`src/rtl/axil_pkg.sv`:
```
// Shared AXI4-Lite types for the frequency-meter host bridge.
package axil_pkg;

  localparam int unsigned AXIL_DATA_WIDTH = 32;
  localparam int unsigned AXIL_STRB_WIDTH = AXIL_DATA_WIDTH / 8;

  typedef enum logic [1:0] {
    AXIL_OKAY   = 2'b00,
    AXIL_SLVERR = 2'b10
  } resp_t;

  typedef enum logic [1:0] {
    W_IDLE  = 2'd0,
    W_WRITE = 2'd1,
    W_RESP  = 2'd2
  } wr_state_t;

  typedef enum logic [1:0] {
    R_IDLE  = 2'd0,
    R_ISSUE = 2'd1,
    R_WAIT  = 2'd2,
    R_RESP  = 2'd3
  } rd_state_t;

endpackage

```
`src/rtl/axil_mem_bridge.sv`:
```
// AXI4-Lite responder that maps host reads/writes onto the result memory's
// simple port (single-cycle strobes, 1-cycle registered read data).
// Build option FM_AXIL_WSTRB_EN: writes whose strobes do not cover every byte
// of the memory word get SLVERR and no strobe; without it s_wstrb is ignored.
module axil_mem_bridge
  import axil_pkg::*;
#(
  parameter int unsigned ADDR_WIDTH     = 4,
  parameter int unsigned DATA_WIDTH     = 16,
  parameter int unsigned MEM_SIZE       = 30,
  parameter int unsigned AXI_ADDR_WIDTH = 8
) (
  input  logic                       clk,
  input  logic                       rst,
  input  logic [AXI_ADDR_WIDTH-1:0]  s_awaddr,
  input  logic                       s_awvalid,
  output logic                       s_awready,
  input  logic [AXIL_DATA_WIDTH-1:0] s_wdata,
  input  logic [AXIL_STRB_WIDTH-1:0] s_wstrb,
  input  logic                       s_wvalid,
  output logic                       s_wready,
  output logic [1:0]                 s_bresp,
  output logic                       s_bvalid,
  input  logic                       s_bready,
  input  logic [AXI_ADDR_WIDTH-1:0]  s_araddr,
  input  logic                       s_arvalid,
  output logic                       s_arready,
  output logic [AXIL_DATA_WIDTH-1:0] s_rdata,
  output logic [1:0]                 s_rresp,
  output logic                       s_rvalid,
  input  logic                       s_rready,
  output logic [ADDR_WIDTH-1:0]      mem_wr_addr,
  output logic [DATA_WIDTH-1:0]      mem_wr_data,
  output logic                       mem_wr_en,
  output logic [ADDR_WIDTH-1:0]      mem_rd_addr,
  output logic                       mem_rd_en,
  input  logic [DATA_WIDTH-1:0]      mem_rd_data
);

  localparam int unsigned STRB_USED = (DATA_WIDTH + 7) / 8;

  // Word index must lie inside the memory and no bits above the index may be set.
  function automatic logic addr_ok(input logic [AXI_ADDR_WIDTH-1:0] a);
    return ((a >> (ADDR_WIDTH + 2)) == '0) && (32'(a[ADDR_WIDTH+1:2]) < MEM_SIZE);
  endfunction

  // ---------------------------------------------------------------- write side
  wr_state_t             wr_state_q, wr_state_d;
  logic                  awready_q, awready_d;
  logic                  wready_q, wready_d;
  logic                  aw_latched_q, aw_latched_d;
  logic                  w_latched_q, w_latched_d;
  logic                  aw_ok_q, aw_ok_d;
  logic                  strb_ok_q, strb_ok_d;
  logic                  mem_wr_en_q, mem_wr_en_d;
  logic [ADDR_WIDTH-1:0] mem_wr_addr_q, mem_wr_addr_d;
  logic [DATA_WIDTH-1:0] mem_wr_data_q, mem_wr_data_d;
  logic                  bvalid_q, bvalid_d;
  resp_t                 bresp_q, bresp_d;

  logic aw_hs_c, w_hs_c, aw_seen_c, w_seen_c, strb_full_c;

  assign aw_hs_c   = s_awvalid & awready_q;
  assign w_hs_c    = s_wvalid & wready_q;
  assign aw_seen_c = aw_latched_q | aw_hs_c;
  assign w_seen_c  = w_latched_q | w_hs_c;

`ifdef FM_AXIL_WSTRB_EN
  localparam logic [AXIL_STRB_WIDTH-1:0] STRB_NEED = 4'((1 << STRB_USED) - 1);
  assign strb_full_c = (s_wstrb & STRB_NEED) == STRB_NEED;
`else
  assign strb_full_c = 1'b1;
`endif

  // Bits of the AXI payload that the narrow memory never looks at.
  logic unused_in;
  assign unused_in = ^{s_wdata, s_wstrb, s_awaddr[1:0], s_araddr[1:0]};

  // Write FSM state register.
  always_ff @(posedge clk) begin
    if (rst) wr_state_q <= W_IDLE;
    else     wr_state_q <= wr_state_d;
  end

  // Write FSM next state: wait for both AW and W, strobe once, then respond.
  always_comb begin
    wr_state_d = wr_state_q;
    case (wr_state_q)
      W_IDLE:  if (aw_seen_c && w_seen_c) wr_state_d = W_WRITE;
      W_WRITE: wr_state_d = W_RESP;
      W_RESP:  if (bvalid_q && s_bready) wr_state_d = W_IDLE;
      default: wr_state_d = W_IDLE;
    endcase
  end

  // Write outputs: latch AW/W independently, derive readies/strobe/response from next state.
  always_comb begin
    aw_latched_d  = aw_latched_q;
    w_latched_d   = w_latched_q;
    aw_ok_d       = aw_ok_q;
    strb_ok_d     = strb_ok_q;
    mem_wr_addr_d = mem_wr_addr_q;
    mem_wr_data_d = mem_wr_data_q;
    bresp_d       = bresp_q;
    if (aw_hs_c) begin
      aw_latched_d  = 1'b1;
      aw_ok_d       = addr_ok(s_awaddr);
      mem_wr_addr_d = s_awaddr[ADDR_WIDTH+1:2];
    end
    if (w_hs_c) begin
      w_latched_d   = 1'b1;
      strb_ok_d     = strb_full_c;
      mem_wr_data_d = s_wdata[DATA_WIDTH-1:0];
    end
    if (wr_state_d != W_IDLE) begin
      aw_latched_d = 1'b0;
      w_latched_d  = 1'b0;
    end
    awready_d   = (wr_state_d == W_IDLE) && !aw_latched_d;
    wready_d    = (wr_state_d == W_IDLE) && !w_latched_d;
    mem_wr_en_d = (wr_state_d == W_WRITE) && aw_ok_d && strb_ok_d;
    bvalid_d    = (wr_state_d == W_RESP);
    if (wr_state_q == W_WRITE) bresp_d = (aw_ok_q && strb_ok_q) ? AXIL_OKAY : AXIL_SLVERR;
  end

  // Write output and payload registers.
  always_ff @(posedge clk) begin
    if (rst) begin
      awready_q     <= 1'b0;
      wready_q      <= 1'b0;
      aw_latched_q  <= 1'b0;
      w_latched_q   <= 1'b0;
      aw_ok_q       <= 1'b0;
      strb_ok_q     <= 1'b0;
      mem_wr_en_q   <= 1'b0;
      mem_wr_addr_q <= '0;
      mem_wr_data_q <= '0;
      bvalid_q      <= 1'b0;
      bresp_q       <= AXIL_OKAY;
    end else begin
      awready_q     <= awready_d;
      wready_q      <= wready_d;
      aw_latched_q  <= aw_latched_d;
      w_latched_q   <= w_latched_d;
      aw_ok_q       <= aw_ok_d;
      strb_ok_q     <= strb_ok_d;
      mem_wr_en_q   <= mem_wr_en_d;
      mem_wr_addr_q <= mem_wr_addr_d;
      mem_wr_data_q <= mem_wr_data_d;
      bvalid_q      <= bvalid_d;
      bresp_q       <= bresp_d;
    end
  end

  // ----------------------------------------------------------------- read side
  rd_state_t                  rd_state_q, rd_state_d;
  logic                       arready_q, arready_d;
  logic                       rd_ok_q, rd_ok_d;
  logic                       mem_rd_en_q, mem_rd_en_d;
  logic [ADDR_WIDTH-1:0]      mem_rd_addr_q, mem_rd_addr_d;
  logic                       rvalid_q, rvalid_d;
  resp_t                      rresp_q, rresp_d;
  logic [AXIL_DATA_WIDTH-1:0] rdata_q, rdata_d;

  logic ar_hs_c;
  assign ar_hs_c = s_arvalid & arready_q;

  // Read FSM state register.
  always_ff @(posedge clk) begin
    if (rst) rd_state_q <= R_IDLE;
    else     rd_state_q <= rd_state_d;
  end

  // Read FSM next state: issue, wait out memory latency, then respond.
  always_comb begin
    rd_state_d = rd_state_q;
    case (rd_state_q)
      R_IDLE:  if (ar_hs_c) rd_state_d = R_ISSUE;
      R_ISSUE: rd_state_d = R_WAIT;
      R_WAIT:  rd_state_d = R_RESP;
      R_RESP:  if (rvalid_q && s_rready) rd_state_d = R_IDLE;
      default: rd_state_d = R_IDLE;
    endcase
  end

  // Read outputs: capture memory data in R_WAIT and hold it for the whole response.
  always_comb begin
    rd_ok_d       = rd_ok_q;
    mem_rd_addr_d = mem_rd_addr_q;
    rdata_d       = rdata_q;
    rresp_d       = rresp_q;
    if (ar_hs_c) begin
      rd_ok_d       = addr_ok(s_araddr);
      mem_rd_addr_d = s_araddr[ADDR_WIDTH+1:2];
    end
    arready_d   = (rd_state_d == R_IDLE);
    mem_rd_en_d = (rd_state_d == R_ISSUE) && rd_ok_d;
    rvalid_d    = (rd_state_d == R_RESP);
    if (rd_state_q == R_WAIT) begin
      rdata_d = rd_ok_q ? 32'(mem_rd_data) : '0;
      rresp_d = rd_ok_q ? AXIL_OKAY : AXIL_SLVERR;
    end
  end

  // Read output and payload registers.
  always_ff @(posedge clk) begin
    if (rst) begin
      arready_q     <= 1'b0;
      rd_ok_q       <= 1'b0;
      mem_rd_en_q   <= 1'b0;
      mem_rd_addr_q <= '0;
      rvalid_q      <= 1'b0;
      rresp_q       <= AXIL_OKAY;
      rdata_q       <= '0;
    end else begin
      arready_q     <= arready_d;
      rd_ok_q       <= rd_ok_d;
      mem_rd_en_q   <= mem_rd_en_d;
      mem_rd_addr_q <= mem_rd_addr_d;
      rvalid_q      <= rvalid_d;
      rresp_q       <= rresp_d;
      rdata_q       <= rdata_d;
    end
  end

  assign s_awready   = awready_q;
  assign s_wready    = wready_q;
  assign s_bvalid    = bvalid_q;
  assign s_bresp     = bresp_q;
  assign s_arready   = arready_q;
  assign s_rvalid    = rvalid_q;
  assign s_rresp     = rresp_q;
  assign s_rdata     = rdata_q;
  assign mem_wr_en   = mem_wr_en_q;
  assign mem_wr_addr = mem_wr_addr_q;
  assign mem_wr_data = mem_wr_data_q;
  assign mem_rd_en   = mem_rd_en_q;
  assign mem_rd_addr = mem_rd_addr_q;

endmodule

```
`config.mk`:
```
export PLATFORM = sky130hd
export DESIGN_NAME = axil_mem_bridge
export DESIGN_NICKNAME = d
export VERILOG_FILES = /design/src/rtl/axil_pkg.sv /design/src/rtl/axil_mem_bridge.sv
export SDC_FILE = /design/constraint.sdc
export NUM_CORES = 1
export LEC_CHECK = 0
export CAP_MARGIN = 20
export CORE_ASPECT_RATIO = 0.8
export CORE_MARGIN = 10
export CORE_UTILIZATION = 25
export CTS_CLUSTER_DIAMETER = 50
export DETAILED_ROUTE_END_ITERATION = 16
export MAX_ROUTING_LAYER = met4
export PLACE_DENSITY = 0.71
export SLEW_MARGIN = 25
export SYNTH_ARGS = -nofsm -noshare
export SYNTH_HDL_FRONTEND = slang
export SYNTH_SLANG_ARGS = --single-unit
export TNS_END_PERCENT = 1
```
`constraint.sdc`:
```
create_clock -name clk -period 1.55 [get_ports clk]
set_input_delay 0.31 -clock clk [delete_from_list [all_inputs] [get_ports clk]]
set_output_delay 0.31 -clock clk [all_outputs]
set_load 0.05 [all_outputs]
```
==> flow_summary.json <==
{
  "status": "finished clean",
  "dieArea_um2": 12800,
  "syn_area_per_cell_um2": 8.418,
  "r2r_setup_slack_ns": 0.22,
  "grt_overflow": 0,
  "synthDistinctLibCells": 27,
  "synth.area.top_cells": "dfxtp_1 54%, nand2_1 10%, a21oi_1 9.9%",
  "syn_inst": 257,
  "power.share.clock_pct": 35.5,
  "worst_ep_arrival_time_ns": 1.63,
  "first_pass_iters": 4,
  "peakVddDrop_v": 0.0004379,
  "syn_area_um2": 2163,
  "final-setup-viol-count": 0,
  "seq_area_frac_synth_pct": 53.67,
  "worst_path_max_delay_cell": "clkdlybuf4s50_1",
  "pin_count": 142,
  "hp-class": "input port to register",
  "r2r_start": "s_awready",
  "crit_fanout": 3,
  "final_layout_size_suffix_gt1_share_pct": 22.68,
  "cts_sinks": 58,
  "viasPerCell": 4.264,
  "htreeDepth": 3,
  "max_freq_ghz": 0.7251,
  "syn2layout_area_growth_pct": 63.79,
  "seq_area_um2": 1164,
  "required_ns": 1.80,
  "hold_violations": 0,
  "grt_pass1_vias": 2051,
  "clock-root-buffer": "clkbuf_8",
  "hold_end": "s_bvalid",
  "seqPwrFrac_pct": 42.5,
  "ctsHoldBuffers": 0,
  "diodes": 0,
  "worstHoldStart": "rst",
  "clock_latency_ns": 0.33,
  "drv_slew": 0,
  "clkTransAtPathRegs_ns": 0.06,
  "rsz0062_at_grt": "no",
  "cts_setup_buffers": 0,
  "max_cap_viol_count": 0,
  "pwr_density_cell_nw_per_um2": 1087,
  "fin_crit_sh_pct": 88.97,
  "cp-end-kind": "register",
  "hpwl_um": 5106,
  "place.gp.congestion": 0.7462,
  "leakage_nw": 1.411,
  "p_comb_share_pct": 22.0,
  "drc": 0,
  "synth_seq_cells": 58,
  "portBuffers": 99,
  "yosys.area.top_type": "dfxtp_1",
  "clk_path_buf_depth": 2,
  "numCtsBuffers": 9,
  "power.internal_mw": 2.723,
  "grt_use_total_pct": 10.23,
  "fin_util_pct": 41.96,
  "yosys_warnings": 0,
  "routed_wl_um": 6556,
  "vias": 2038,
  "p_sw_share_pct": 29.30,
  "wl_per_cell_um": 13.72,
  "hold_depth": 2,
  "fin_skew_ns": 0.008332,
  "crit_chain": "clkdlybuf4s50_1 -> a21oi_2 -> or4_4 -> nor4_2",
  "start_util_pct": 25.61,
  "multi_input_area_um2": 865.8,
  "antenna_found_initial": 0,
  "slowest_delay_ns": 0.50,
  "yosys.area.top_type_share_pct": 53.67,
  "rows": 30,
  "drt-initial-drc-count": 91,
  "layout.nets": 438,
  "place_inst": 464,
  "grt_start_max_net_pins": 26,
  "reg2reg_depth": 3,
  "grt_pass1_wl_um": 9942,
  "start_kind": "input port",
  "ant_nets": 0,
  "reg2reg_to": "mem_wr_en",
  "cts_tree": "done",
  "finalNonFillerCells": 478,
  "switching_power_mw": 1.129,
  "criticalPathCategory": "input port to register",
  "period_needed_ns": 1.379,
  "fillers": 851,
  "die_h_um": 103.2,
  "post_cts_resized": 0,
  "worst_hold_slack_ns": 0.3242,
  "coreArea_um2": 8446,
  "die_w_um": 124
}
sequential cells by signal, indices dropped and copies added (netlist names), 2 cells and up:
signal and flops:
mem_wr_data 16, s_rdata 16, mem_rd_addr 4, mem_wr_addr 4, rd_state_q 2, wr_state_q 2
cells by family (layout without fill, tap and decap cells):
family / count (synthesis) / count (layout) / share of synthesized area (%)
flip-flops: 58 / 58 / 53.67
buffers and inverters: 34 / 126 / 9.254
multiplexers: 2 / 2 / 0.9254
AO/OA/AOI/OAI: 49 / 49 / 12.26
AND/OR/NAND/NOR: 113 / 113 / 23.71
other: 1 / 18 / 0.1733
area by class of cell:
| type | count | share of cell area (%) |
|---|---|---|
| clock inverters | 3 | 1.130 |
| flip-flops and latches | 58 | 32.84 |
| multi-input cells | 182 | 24.44 |
| repair buffers | 111 | 33.26 |
| clock buffers | 11 | 4.273 |
| inverters | 1 | 0.1059 |
| well taps | 112 | 3.955 |
synth_stat cells:
library cell,count
nand2_1,60
dfxtp_1,58
a21oi_1,43
nand3_1,24
buf_4,18
nor2_1,13
clkbuf_1,11
buf_2,4
nor3_1,4
nor2b_1,3
a311oi_1,2
mux2i_1,2
a211o_1,1
a211oi_1,1
a21oi_2,1
and2_1,1
and3b_1,1
and4_1,1
conb_1,1
inv_1,1
nand2b_1,1
nor3b_1,1
nor3b_2,1
nor4_2,1
o21bai_1,1
or2_2,1
or4_4,1
layer usage:
layer  share of wire [%]  GRT usage, %
met2                  48         16.10
met5                   0             -
met1                  40         10.58
met4                 2.0         4.859
met3                 9.9         5.100
how the worst max path moves through the flow:
stage	from	endpoint	cells after the start
2_1_floorplan	s_arready	mem_rd_en	3
3_3_place_gp	s_awvalid	mem_wr_en	4
3_5_place_dp	s_awvalid	mem_wr_en	4
4_1_cts	s_awvalid	mem_wr_en	4
5_1_grt	s_awready	mem_wr_en	3
6_report	s_awvalid	mem_wr_en	4
metrics by stage:
step	setup slack (ns)	TNS [ns]	area (um2)	power [mW]
5_1_grt	0.1404	0	3543	4.048
6_report	0.1709	0	3543	3.852
2_1_floorplan	0.03592	0	2230	2.159
3_3_place_gp	-0.1541	-0.2714	3352	2.511
4_1_cts	0.1860	0	3543	3.921
3_5_place_dp	-0.1671	-0.2882	3352	2.524
power groups by stage:
stage	sequential, mW	clock (mW)	combinational (mW)
final	1.64	1.37	0.848
after CTS	1.64	1.43	0.856
after global routing	1.65	1.50	0.903
after detailed placement	1.67	0	0.853
after global placement	1.67	0	0.844
after floorplan	1.84	0	0.314
cell usage in the layout, fill, tap and decap left out, drive strengths merged, types with 3 or more instances in the layout:
master | Yosys | layout
nor2b | 3 | 3
conb | 1 | 18
nand3 | 24 | 24
dfxtp | 58 | 58
clkdlybuf4s50 | 0 | 49
nor3 | 4 | 4
clkbuf | 11 | 11
a21oi | 44 | 44
nor2 | 13 | 13
nand2 | 60 | 60
buf | 22 | 62
worst max-delay path, delay by kind of cell:
family / cells / cell delay (ns)
buffers and inverters: 1 / 0.50
and+or+nand+nor: 2 / 0.74
AOI/OAI and AO/OA: 1 / 0.08
Power figures use the tool's default switching activity.
